<file path="src/rtl/fetch_pc_if.sv">
// Instruction-memory handshake between the fetch stage and instruction memory.
// The fetch side (master) issues imem_req/imem_addr; the memory side (slave)
// answers with a single-cycle imem_ack for the outstanding request.
interface fetch_pc_if;
    logic        imem_req;
    logic [31:0] imem_addr;
    logic        imem_ack;

    modport master (
        output imem_req,
        output imem_addr,
        input  imem_ack
    );

    modport slave (
        input  imem_req,
        input  imem_addr,
        output imem_ack
    );
endinterface

</file>
<file path="src/rtl/fetch_pc.sv">
// Fetch program counter: issues instruction-memory requests, tracks the
// accepted pc, and applies branch/jump redirects.
// A redirect that arrives while a request is outstanding is held as pending
// and applied when that request completes. The completed instruction is
// then dropped.
// Optional feature: define REDIRECT_CNT_EN to add a saturating 16-bit
// redirect_count output.
module fetch_pc #(
    parameter logic [31:0] RESET_PC = 32'h0000_0000,
    parameter int unsigned PC_STEP  = 4
) (
    input  logic        clock,
    input  logic        reset_n,
    input  logic [1:0]  pc_src,
    input  logic [31:0] branch_target,
    input  logic [31:0] jump_target,
    input  logic        stall,
    fetch_pc_if.master  imem,
    output logic [31:0] pc,
    output logic        pc_valid,
    output logic        flush
`ifdef REDIRECT_CNT_EN
    ,
    output logic [15:0] redirect_count
`endif
);

    localparam logic [31:0] STEP = 32'(PC_STEP);

    typedef enum logic [1:0] {
        IDLE = 2'd0,
        REQ  = 2'd1,
        HOLD = 2'd2
    } state_t;

    state_t      state_q, state_d;
    logic [31:0] fpc_q, fpc_d;
    logic        pend_valid_q, pend_valid_d;
    logic [31:0] pend_addr_q, pend_addr_d;
    logic [31:0] pc_q, pc_d;
    logic        pc_valid_q, pc_valid_d;
    logic        flush_q, flush_d;
    logic        imem_req_q, imem_req_d;

    logic        redirect;
    logic [31:0] target;

    // Redirect decode: 01 selects branch, 10 selects jump, 00/11 are sequential.
    always_comb begin
        redirect = (pc_src == 2'b01) || (pc_src == 2'b10);
        target   = (pc_src == 2'b10) ? jump_target : branch_target;
    end

    // Next-state and output computation for the fetch FSM.
    always_comb begin
        state_d      = state_q;
        fpc_d        = fpc_q;
        pend_valid_d = pend_valid_q;
        pend_addr_d  = pend_addr_q;
        pc_d         = pc_q;
        pc_valid_d   = 1'b0;
        flush_d      = redirect;

        case (state_q)
            IDLE: begin
                if (redirect) begin
                    fpc_d        = target;
                    pend_valid_d = 1'b0;
                end
                state_d = stall ? HOLD : REQ;
            end
            REQ: begin
                if (imem.imem_ack) begin
                    // A same-cycle redirect wins over an older pending one.
                    // Either redirect drops the returning instruction.
                    if (redirect) begin
                        fpc_d = target;
                    end else if (pend_valid_q) begin
                        fpc_d = pend_addr_q;
                    end else begin
                        pc_d       = fpc_q;
                        pc_valid_d = 1'b1;
                        fpc_d      = fpc_q + STEP;
                    end
                    pend_valid_d = 1'b0;
                    state_d      = stall ? HOLD : REQ;
                end else if (redirect) begin
                    // Address must stay stable until ack, so park the target.
                    pend_valid_d = 1'b1;
                    pend_addr_d  = target;
                end
            end
            HOLD: begin
                if (redirect) begin
                    fpc_d        = target;
                    pend_valid_d = 1'b0;
                end else if (!stall && pend_valid_q) begin
                    fpc_d        = pend_addr_q;
                    pend_valid_d = 1'b0;
                end
                if (!stall) begin
                    state_d = REQ;
                end
            end
            default: begin
                state_d = IDLE;
            end
        endcase

        imem_req_d = (state_d == REQ);
    end

    // State and registered outputs, synchronous active-low reset.
    always_ff @(posedge clock) begin
        if (!reset_n) begin
            state_q      <= IDLE;
            fpc_q        <= RESET_PC;
            pend_valid_q <= 1'b0;
            pend_addr_q  <= '0;
            pc_q         <= RESET_PC;
            pc_valid_q   <= 1'b0;
            flush_q      <= 1'b0;
            imem_req_q   <= 1'b0;
        end else begin
            state_q      <= state_d;
            fpc_q        <= fpc_d;
            pend_valid_q <= pend_valid_d;
            pend_addr_q  <= pend_addr_d;
            pc_q         <= pc_d;
            pc_valid_q   <= pc_valid_d;
            flush_q      <= flush_d;
            imem_req_q   <= imem_req_d;
        end
    end

    assign imem.imem_req  = imem_req_q;
    assign imem.imem_addr = fpc_q;
    assign pc             = pc_q;
    assign pc_valid       = pc_valid_q;
    assign flush          = flush_q;

`ifdef REDIRECT_CNT_EN
    logic [15:0] redirect_count_q;

    // Count redirect cycles, saturating at all-ones.
    always_ff @(posedge clock) begin
        if (!reset_n) begin
            redirect_count_q <= '0;
        end else if (redirect && (redirect_count_q != '1)) begin
            redirect_count_q <= redirect_count_q + 16'd1;
        end
    end

    assign redirect_count = redirect_count_q;
`endif

endmodule

</file>
<file path="src/flat_wrapper.sv">
// flat-port wrapper written by rule: the top's interface ports become plain ports
module fetch_pc_flat 
#(
    parameter logic [31:0] RESET_PC = 32'h0000_0000,
    parameter int unsigned PC_STEP  = 4
)
  (clock, reset_n, pc_src, branch_target, jump_target, stall, pc, pc_valid, flush, imem_imem_req, imem_imem_addr, imem_imem_ack);
  fetch_pc_if imem_i ();
  input  logic clock;
  input  logic reset_n;
  input  logic [1:0] pc_src;
  input  logic [31:0] branch_target;
  input  logic [31:0] jump_target;
  input  logic stall;
  output logic [31:0] pc;
  output logic pc_valid;
  output logic flush;
  output wire logic [$bits(imem_i.imem_req)-1:0] imem_imem_req;
  output wire logic [$bits(imem_i.imem_addr)-1:0] imem_imem_addr;
  input wire logic [$bits(imem_i.imem_ack)-1:0] imem_imem_ack;
  assign imem_imem_req = imem_i.imem_req;
  assign imem_imem_addr = imem_i.imem_addr;
  assign imem_i.imem_ack = imem_imem_ack;
  fetch_pc #(.RESET_PC(RESET_PC), .PC_STEP(PC_STEP)) u_core (.clock(clock), .reset_n(reset_n), .pc_src(pc_src), .branch_target(branch_target), .jump_target(jump_target), .stall(stall), .imem(imem_i), .pc(pc), .pc_valid(pc_valid), .flush(flush));
endmodule
</file>
<file path="config.mk">
export PLATFORM = sky130hd
export DESIGN_NAME = fetch_pc_flat
export DESIGN_NICKNAME = d
export VERILOG_FILES = /design/src/rtl/fetch_pc_if.sv /design/src/rtl/fetch_pc.sv /design/src/flat_wrapper.sv
export SDC_FILE = /design/constraint.sdc
export NUM_CORES = 1
export LEC_CHECK = 0
export CORE_MARGIN = 4
export CORE_UTILIZATION = 51
export CTS_CLUSTER_SIZE = 20
export DETAILED_ROUTE_END_ITERATION = 12
export PLACE_DENSITY_LB_ADDON = 0.12
export SLEW_MARGIN = 10
export SYNTH_ARGS = -nofsm -noshare
export SYNTH_HDL_FRONTEND = slang
export SYNTH_SLANG_ARGS = --single-unit
</file>
<file path="constraint.sdc">
create_clock -name clock -period 3.3 [get_ports clock]
set_input_delay 0.66 -clock clock [delete_from_list [all_inputs] [get_ports clock]]
set_output_delay 0.66 -clock clock [all_outputs]
set_load 0.05 [all_outputs]
</file>
==> out/qor.yml <==
status: "completed"
via_per_inst: 6.110
holdPathEnd: "u_core.pc[0]$_SDFFE_PN0P_"
fin_nets: 931
drive_gt1_share_pct: 6.977
ant_nets: 0
synth_largest_area_cell: "dfxtp_1"
cp.arrival_ns: 3.14
synth_edf_count: 0
core_area_mm2: 0.01103
drt_pass1_iterations: 5
wl_per_cell_um: 19.47
syn_inst: 743
die_y_um: 115.2
finalHoldViolations: 0
place_ws_ns: 0.1117
synth_xor_area_share_pct: 1.345
cp.required_ns: 3.58
placed_area_mm2: 0.007386
grt_setup_unrepaired: "false"
maxCapViolCount: 0
hold_buffers: 0
grt_max_degree: 65
p_per_area_mw_per_mm2: 510.3
chipWidth_um: 115.2
numCtsBuffers: 9
synth.area.mux_share_pct: 6.810
finalWorstSetupSlack_ns: 0.4365
slew_viol_final: 0
setup_violations: 0
wirelength_um: 19470
row_count: 38
crit_buf_inv: 3
overflow: 0
critPathMaxStageDelay_ns: 0.70
port_buffers: 136
cp_top_family: "simple AND/OR/NAND/NOR gates"
gp_congestion: 0.9242
hold_start: "u_core.pc[0]$_SDFFE_PN0P_"
period_minus_slack_ns: 2.863
ys_ff_latch: 102
fin_crit_sh_pct: 86.77
cp-end-kind: "register"
synth_top_area_share_pct: 34.84
yosysMostFrequentCell: "nand2_1"
fin_worst_skew_ns: 0.006932
synth_top_family_by_area: "compound AO/OA/AOI/OAI gates"
cts_buffer_depth: 2
htreeDepth: 3
fillers: 936
min_path_cells: 2
critPathLaunchType: "input pin"
synth_nets: 819
cp_max_fo: 17
hpwl_um: 14370
cp_slowest_cell: "nor2b_1"
tightest_slew_ns: 0.8785
crit_chain: "clkdlybuf4s50_1 > inv_1 > ha_2 > and2_1 > a2111oi_4 > buf_4 > nor2b_1 > o21ai_0 > o211ai_1"
grt_antenna_before_repair: 0
yosysWarnings: 0
grt_usage_pct: 29.43
grt_pass1_wl_um: 31020
syn_to_final_growth_pct: 31.40
synth_seq_area_share_pct: 34.84
diodes: 0
synth_common_cells: "nand2_1 (147), dfxtp_1 (102), o21ai_0 (61), clkbuf_1 (49)"
vias: 6110
cts_resized: 0
grt_pass1_vias: 5688
ys_async_sr_fraction_pct: 0
tns_ns: 0
cts_tree: "done"
path_clk_slew_ns: 0.08
post-route-drc-count: 0
synth_compound_area_share_pct: 30.74
postCtsSetupBuffers: 0
synth_area_leaders: "dfxtp_1 (35%), nand2_1 (9.4%), o211a_1 (6.0%)"
ir_drop_mv: 0.3769
finalPower_w: 0.003930
first_iter_violations: 708
worstHoldPathType: "reg2reg"
yosys.area_share.simple_pct: 19.96
insertion_delay_ns: 0.36
timing.rr.end: "u_core.imem.imem_addr[28]$_SDFFE_PN0P_"
r2r_slack_ns: 0.64
synthAdderAreaFrac_pct: 1.281
r2r_start: "u_core.imem.imem_addr[2]$_SDFFE_PN0P_"
numClockSinks: 102
boundaryPins: 137
yosys.cell_types.count: 60
initial_core_util_pct: 53.13
max_freq_ghz: 0.3492
reg2reg_depth: 7
syn-cell-area_mm2: 0.005861
synthFlopType: "dfxtp_1"
final_area_mm2: 0.007701
maxSlewHeadroom_pct: 41.31
clockRootBuffer: "clkbuf_16"
leakage_nw: 3.025
syn_area_per_cell_um2: 7.888
die_area_mm2: 0.01327
crit_type: "in2reg"
## cells in the final DEF (no fill, tap or decap), types with 7 or more instances in the layout
| master | netlist | routed |
|---|---|---|
| nand2_1 | 147 | 147 |
| clkdlybuf4s50_1 | 0 | 135 |
| dfxtp_1 | 102 | 102 |
| o21ai_0 | 61 | 61 |
| a21oi_1 | 38 | 38 |
| nor2_1 | 38 | 37 |
| o211a_1 | 35 | 35 |
| a21boi_0 | 34 | 34 |
| mux2i_1 | 32 | 32 |
| buf_4 | 0 | 20 |
| inv_1 | 18 | 18 |
| nand3_1 | 15 | 15 |
| o221ai_1 | 13 | 13 |
| a22oi_1 | 13 | 13 |
| nor2b_1 | 10 | 10 |
| nor3_1 | 10 | 10 |
| and2_1 | 9 | 9 |
| clkbuf_16 | 0 | 9 |
| xnor2_1 | 7 | 7 |
| mux2_2 | 7 | 7 |
## sequential cells by signal, summed over array words and instances (netlist names)
name,cells
u_core.imem.imem_addr,32
u_core.pc,32
u_core.pend_addr_q,32
u_core.state_q,2
u_core.flush,1
u_core.imem.imem_req,1
u_core.pc_valid,1
u_core.pend_valid_q,1
## area by class of cell
type	count	area, um^2	area share [%]
clock buffers	9	225.2	2.924
clock inverters	7	90.09	1.170
inverters	18	67.56	0.8773
multi-input cells	565	3535	45.90
flip-flops and latches	102	2042	26.52
well taps	140	175.2	2.275
repair buffers	159	1567	20.34
## metrics by stage
| step | utilization (%) | hold slack (ns) | cells |
|---|---|---|---|
| 2_1_floorplan | - | 0.4720 | 743 |
| 3_3_place_gp | 66.96 | 0.4496 | 984 |
| 3_5_place_dp | 66.96 | 0.4567 | 984 |
| 4_1_cts | 69.82 | 0.4675 | 1000 |
| 5_1_grt | 69.82 | 0.4974 | 1000 |
| 6_report | 69.82 | 0.4632 | 1000 |
## tightest hold or removal path, cell delays in order (launching register included)
cell and delay [ns]:
dfxtp_1 0.31, nand2_1 0.04, a21boi_0 0.06
## per-layer routing
| metal | share of wire [%] | track usage, % |
|---|---|---|
| met1 | 46 | 44.56 |
| met4 | 1.2 | 7.121 |
| met3 | 10 | 5.421 |
| met2 | 43 | 43.13 |
| met5 | 0 | 0 |
## where the power goes
group	switching [W]	total (W)	leakage, nW	internal (W)
logic	0.000811	0.00129	2.05	0.000483
registers	0.000168	0.00150	0.831	0.00133
clock network	0.000529	0.00114	0.147	0.000606
total	0.00151	0.00393	3.03	0.00242
## cell families (layout without fill, tap and decap cells)
kind of cell	Yosys count	in the layout
flops	102	102
fa+ha+maj	6	6
buf+inv	76	193
xor+xnor	9	9
compound gates	251	251
mux	39	39
simple gates	260	260
## worst max path at each step
| stage | from | end | slack (ns) | cells after the start |
|---|---|---|---|---|
| 3_5_place_dp | pc_src[0] | u_core.imem.imem_addr[17]$_SDFFE_PN0P_ | 0.11 | 9 |
| 4_1_cts | pc_src[0] | u_core.imem.imem_addr[17]$_SDFFE_PN0P_ | 0.46 | 9 |
| 6_report | pc_src[0] | u_core.imem.imem_addr[16]$_SDFFE_PN0P_ | 0.44 | 9 |
| 5_1_grt | pc_src[0] | u_core.imem.imem_addr[13]$_SDFFE_PN0P_ | 0.29 | 9 |
| 3_3_place_gp | pc_src[0] | u_core.imem.imem_addr[12]$_SDFFE_PN0P_ | 0.14 | 9 |
| 2_1_floorplan | u_core.imem.imem_addr[2]$_SDFFE_PN0P_ | u_core.imem.imem_addr[26]$_SDFFE_PN0P_ | 0.66 | 7 |
(Power assumes the default switching activity.)
==> RTL change 1, RTL diff (same settings) <==
Re-encode `state_t` (3 states) as one-hot, 3 bits wide.
--- a/src/rtl/fetch_pc.sv
+++ b/src/rtl/fetch_pc.sv
@@ -28,8 +28,8 @@
     localparam logic [31:0] STEP = 32'(PC_STEP);
 
-    typedef enum logic [1:0] {
-        IDLE = 2'd0,
-        REQ  = 2'd1,
-        HOLD = 2'd2
+    typedef enum logic [2:0] {
+        IDLE = 3'b001,
+        REQ  = 3'b010,
+        HOLD = 3'b100
     } state_t;
 
Formal check against the unedited RTL: no difference found for any inputs over 4 cycles, from zero or initial values and one cycle with reset_n low; so few cycles prove little.
==> RTL change 1 against the unedited design <==
  * Count of clock-buffer cells in the layout is 2 higher
  * Largest cell class unchanged
  * Sequential cell count is 1 higher
  * Total power is 5.2% lower
  * Wire length is 4.8% higher
  * Die area is 0.97% higher
  * Worst setup slack better by 0.11 ns
  * Register-to-register slack better by 0.04 ns
  * Final area is 1.1% higher
  * Highest routed layer unchanged
  * Area after synthesis is 1.0% higher
==> RTL change 1: results (changes against the unedited design) <==
status -> finished clean
cts repair resizes -> 0 (unchanged)
final WL -> 20,400 µm (+4.8%)
Layout Nets -> 927 (-0.43%)
vias in the first global route -> 6,024 (+5.9%)
Synth cell types -> 86 (+43%)
crit path max fanout -> 26 (+9)
Cell Area, Placed -> 7490 µm² (+1.4%)
Post-synth top cells -> nand2_1 (105), dfxtp_1 (103), nor2_1 (67)
GRT Total Usage -> 30.0% (+0.56 points)
first-pass GRT wire length -> 31,800 µm (+2.4%)
largest cells by area after synthesis -> dfxtp_1 (35%), nand2_1 (6.7%), mux2i_1 (6.6%)
r2r setup slk -> 0.68 ns (+0.04 ns)
layout cells sized above 1 -> 10.8% (+3.8 points)
Lkg Pwr -> 2.63 nW (-13%)
Clock Skew -> 0.00719 ns (+0.000263 ns)
hpwl dp -> 14,800 µm (+3.1%)
largest net degree at the start of global routing -> 50 (-23%)
post-CTS setup buffer count -> 0 (unchanged)
Slew headroom -> 40.2% (-1.1 points)
fillers -> 952 (+1.7%)
max_cap viols -> 0 (unchanged)
routability congestion estimate -> 0.969 (+4.8%)
min-delay worst type -> reg2reg
Max VDD drop -> 0.000493 V (+31%)
drt first-iter violations -> 678 (-4.2%)
register area share after synthesis -> 34.8% (about the same)
vias per cell -> 6.30 (+3.1%)
Antenna Cells -> 0 (unchanged)
post-synth net total -> 806 (-1.6%)
RTL change 1: worst paths after layout:
path                           from                         to  cells past startpoint
hold / removal        u_core.pc[25]              u_core.pc[25]                      2
setup / recovery          pc_src[0]  u_core.imem.imem_addr[10]                      9
hold reg to reg       u_core.pc[25]              u_core.pc[25]                      2
setup reg to reg  u_core.state_q[2]   u_core.imem.imem_addr[7]                      7
RTL change 1: final cells by class:
type	count	area, µm²	share of cell area, %
multi-input combinational	553	3490	44.8
sequential	103	2060	26.5
timing repair buffer	177	1720	22.1
clock buffer	11	243	3.12
tap	143	179	2.30
clock inverter	5	56.3	0.723
inverter	11	41.3	0.530
RTL change 1: per-layer routing:
| metal | wire, µm | global-route usage, % |
|---|---|---|
| met1 | 8480 | 39.8 |
| met2 | 9510 | 48.0 |
| met3 | 1910 | 7.05 |
| met4 | 500 | 10.6 |
| met5 | 0 | 0 |
RTL change 1: worst max-delay path, cell delays in order:
cell	delay (ns)
clkdlybuf4s50_1	0.45
inv_1	0.04
ha_2	0.61
nor2b_1	0.22
nand2_1	0.11
buf_4	0.21
a22oi_1	0.29
o21ai_0	0.18
a32o_1	0.23
RTL change 1: where the power goes:
part	switching (mW)	internal (mW)
clock network	0.485	0.610
logic	0.693	0.451
registers	0.163	1.32
RTL change 1: cell families (layout without fill, tap and decap cells):
| kind of cell | after synthesis | in the layout | share of synthesized area [%] |
|---|---|---|---|
| AND/OR/NAND/NOR | 287 | 287 | 24.4 |
| buffers and inverters | 78 | 204 | 6.44 |
| flip-flops | 103 | 103 | 34.8 |
| XOR/XNOR | 8 | 8 | 1.18 |
| AO/OA/AOI/OAI | 203 | 203 | 23.4 |
| adder cells (fa/ha/maj) | 2 | 2 | 0.422 |
| multiplexers | 53 | 53 | 9.25 |
RTL change 1: stage by stage:
step           worst slack (ns)  hold slack, ns  cells  util [%]  total power [mW]
2_1_floorplan             0.691           0.451    734         -              2.18
3_3_place_gp              0.232           0.441    987      65.9              2.62
3_5_place_dp              0.258           0.448    987      65.9              2.63
4_1_cts                   0.605           0.457   1003      68.5              3.71
5_1_grt                   0.419           0.483   1003      68.5              3.85
6_report                  0.542           0.455   1003      68.5              3.72
==> RTL change 2, RTL diff (same settings) <==
Made on the original files. Add an input register stage for `jump_target`, without a reset; this delays it by one clock. The other inputs are not delayed to match.
--- a/src/rtl/fetch_pc.sv
+++ b/src/rtl/fetch_pc.sv
@@ -34,4 +34,10 @@
     } state_t;
 
+    logic [31:0] jump_target_q;
+
+    always_ff @(posedge clock) begin
+        jump_target_q <= jump_target;
+    end
+
     state_t      state_q, state_d;
     logic [31:0] fpc_q, fpc_d;
@@ -49,5 +55,5 @@
     always_comb begin
         redirect = (pc_src == 2'b01) || (pc_src == 2'b10);
-        target   = (pc_src == 2'b10) ? jump_target : branch_target;
+        target   = (pc_src == 2'b10) ? jump_target_q : branch_target;
     end
 
Behaviour: not the same (Yosys sat finds a counterexample within 4 cycles, from zero or initial values and one cycle with reset_n low).
==> RTL change 2 against the unedited design <==
  * Sequential cell count increased by 32
  * Total power grew 31%
  * Critical path depth decreased by 1
  * Global-route usage is 2.0 points lower
  * Area after synthesis up 11%
  * Final area grew 12%
  * Wire length grew 2.7%
  * Cell count rose by 8.6%
  * Worst setup slack better by 0.15 ns
  * Non-clock buffer count increased by 11
  * Critical path type unchanged
==> RTL change 2: results (changes against the unedited design) <==
drt first-iter violations -> 564 (-20%)
register area share after synthesis -> 41.3% (+6.5 points)
Lkg Pwr -> 3.07 nW (+1.4%)
Syn-to-layout area delta -> 33.3%
Top Family by Delay on Critical Path -> compound AO/OA/AOI/OAI gates
post-synthesis xor/xnor area fraction -> 1.35% (+0.0045 points)
Max VDD drop -> 0.000384 V (+1.8%)
Clock Skew -> 0.00673 ns (-0.000201 ns)
crit path max fanout -> 4 (-13)
routability congestion estimate -> 0.959 (+3.7%)
post-synth net total -> 853 (+4.2%)
Synth Area in Adders -> 1.16% (-0.12 points)
first-pass GRT wire length -> 31,700 µm (+2.3%)
vias in the first global route -> 5,931 (+4.3%)
vias per cell -> 5.90 (-3.5%)
largest net degree at the start of global routing -> 77 (+18%)
Layout Nets -> 981 (+5.4%)
GRT Total Usage -> 27.4% (-2.0 points)
total CTS buffers -> 17 (+8)
status -> finished clean
hpwl dp -> 14,800 µm (+3.0%)
Largest stage delay, worst path -> 0.61 ns (-0.09 ns)
Slew headroom -> 52.3% (+11 points)
final WL -> 20,000 µm (+2.7%)
yosys warns -> 0 (unchanged)
Skew-Pair Late Insertion Delay -> 0.42 ns (+0.06 ns)
number of port buffers -> 136 (unchanged)
largest cells by area after synthesis -> dfxtp_1 (41%), nand2_1 (6.8%), a21oi_1 (5.3%)
Reg clk slew, reported paths -> 0.06 ns (-0.02 ns)
CTS H-tree depth -> 4 (+1)
Cell Area, Placed -> 8030 µm² (+8.7%)
layout cells sized above 1 -> 9.37% (+2.4 points)
post-synthesis mux area share -> 5.67% (-1.1 points)
Post-synth top cells -> dfxtp_1 (134), nand2_1 (117), a21oi_1 (69)
## RTL change 2: path summary, 6_finish.rpt
kind                            slack (ns)                      from  depth (start not counted)                   endpoint
worst max-delay path                  0.59                 pc_src[0]                          8  u_core.imem.imem_addr[22]
worst min-delay path                  0.45             u_core.pc[30]                          2              u_core.pc[30]
worst max register to register        0.67  u_core.imem.imem_addr[2]                          6  u_core.imem.imem_addr[30]
worst min register to register        0.45             u_core.pc[30]                          2              u_core.pc[30]
## RTL change 2: final cells by class
class	instances	area share (%)
multi-input cells	564	39.5
flip-flops and latches	134	31.0
repair buffers	170	19.1
clock buffers	21	5.44
well taps	168	2.43
clock inverters	11	1.72
inverters	18	0.781
## RTL change 2: worst reg2reg max path: cells and delay by family (launching register included)
| family | cells | cell delay [ns] |
|---|---|---|
| adders and majority gates | 1 | 0.30 |
| AOI/OAI and AO/OA | 2 | 0.41 |
| DFF | 1 | 0.56 |
| and+or+nand+nor | 3 | 1.30 |
## RTL change 2: cell families (layout without fill, tap and decap cells)
logic type,Yosys count,in the layout
simple gates,275,275
compound gates,237,237
xor+xnor,10,10
flops,134,134
mux,36,36
fa+ha+maj,6,6
buf+inv,79,220
## RTL change 2: where the power goes
group	switching, mW	total, mW	internal [mW]
Combinational	0.823	1.32	0.492
Clock	0.700	1.95	1.25
Sequential	0.159	1.90	1.74
## RTL change 2: metrics by stage
stage	setup WS (ns)	total power, mW
after floorplan	0.636	2.74
after global placement	0.207	3.20
after detailed placement	0.245	3.22
after CTS	0.662	5.16
after global routing	0.425	5.34
final	0.585	5.16
## RTL change 2: metal layers
metal	part of all wire, %	global-route usage (%)
met1	46	39.1
met2	43	39.8
met4	2.1	10.4
met3	9.1	6.74
met5	0	0
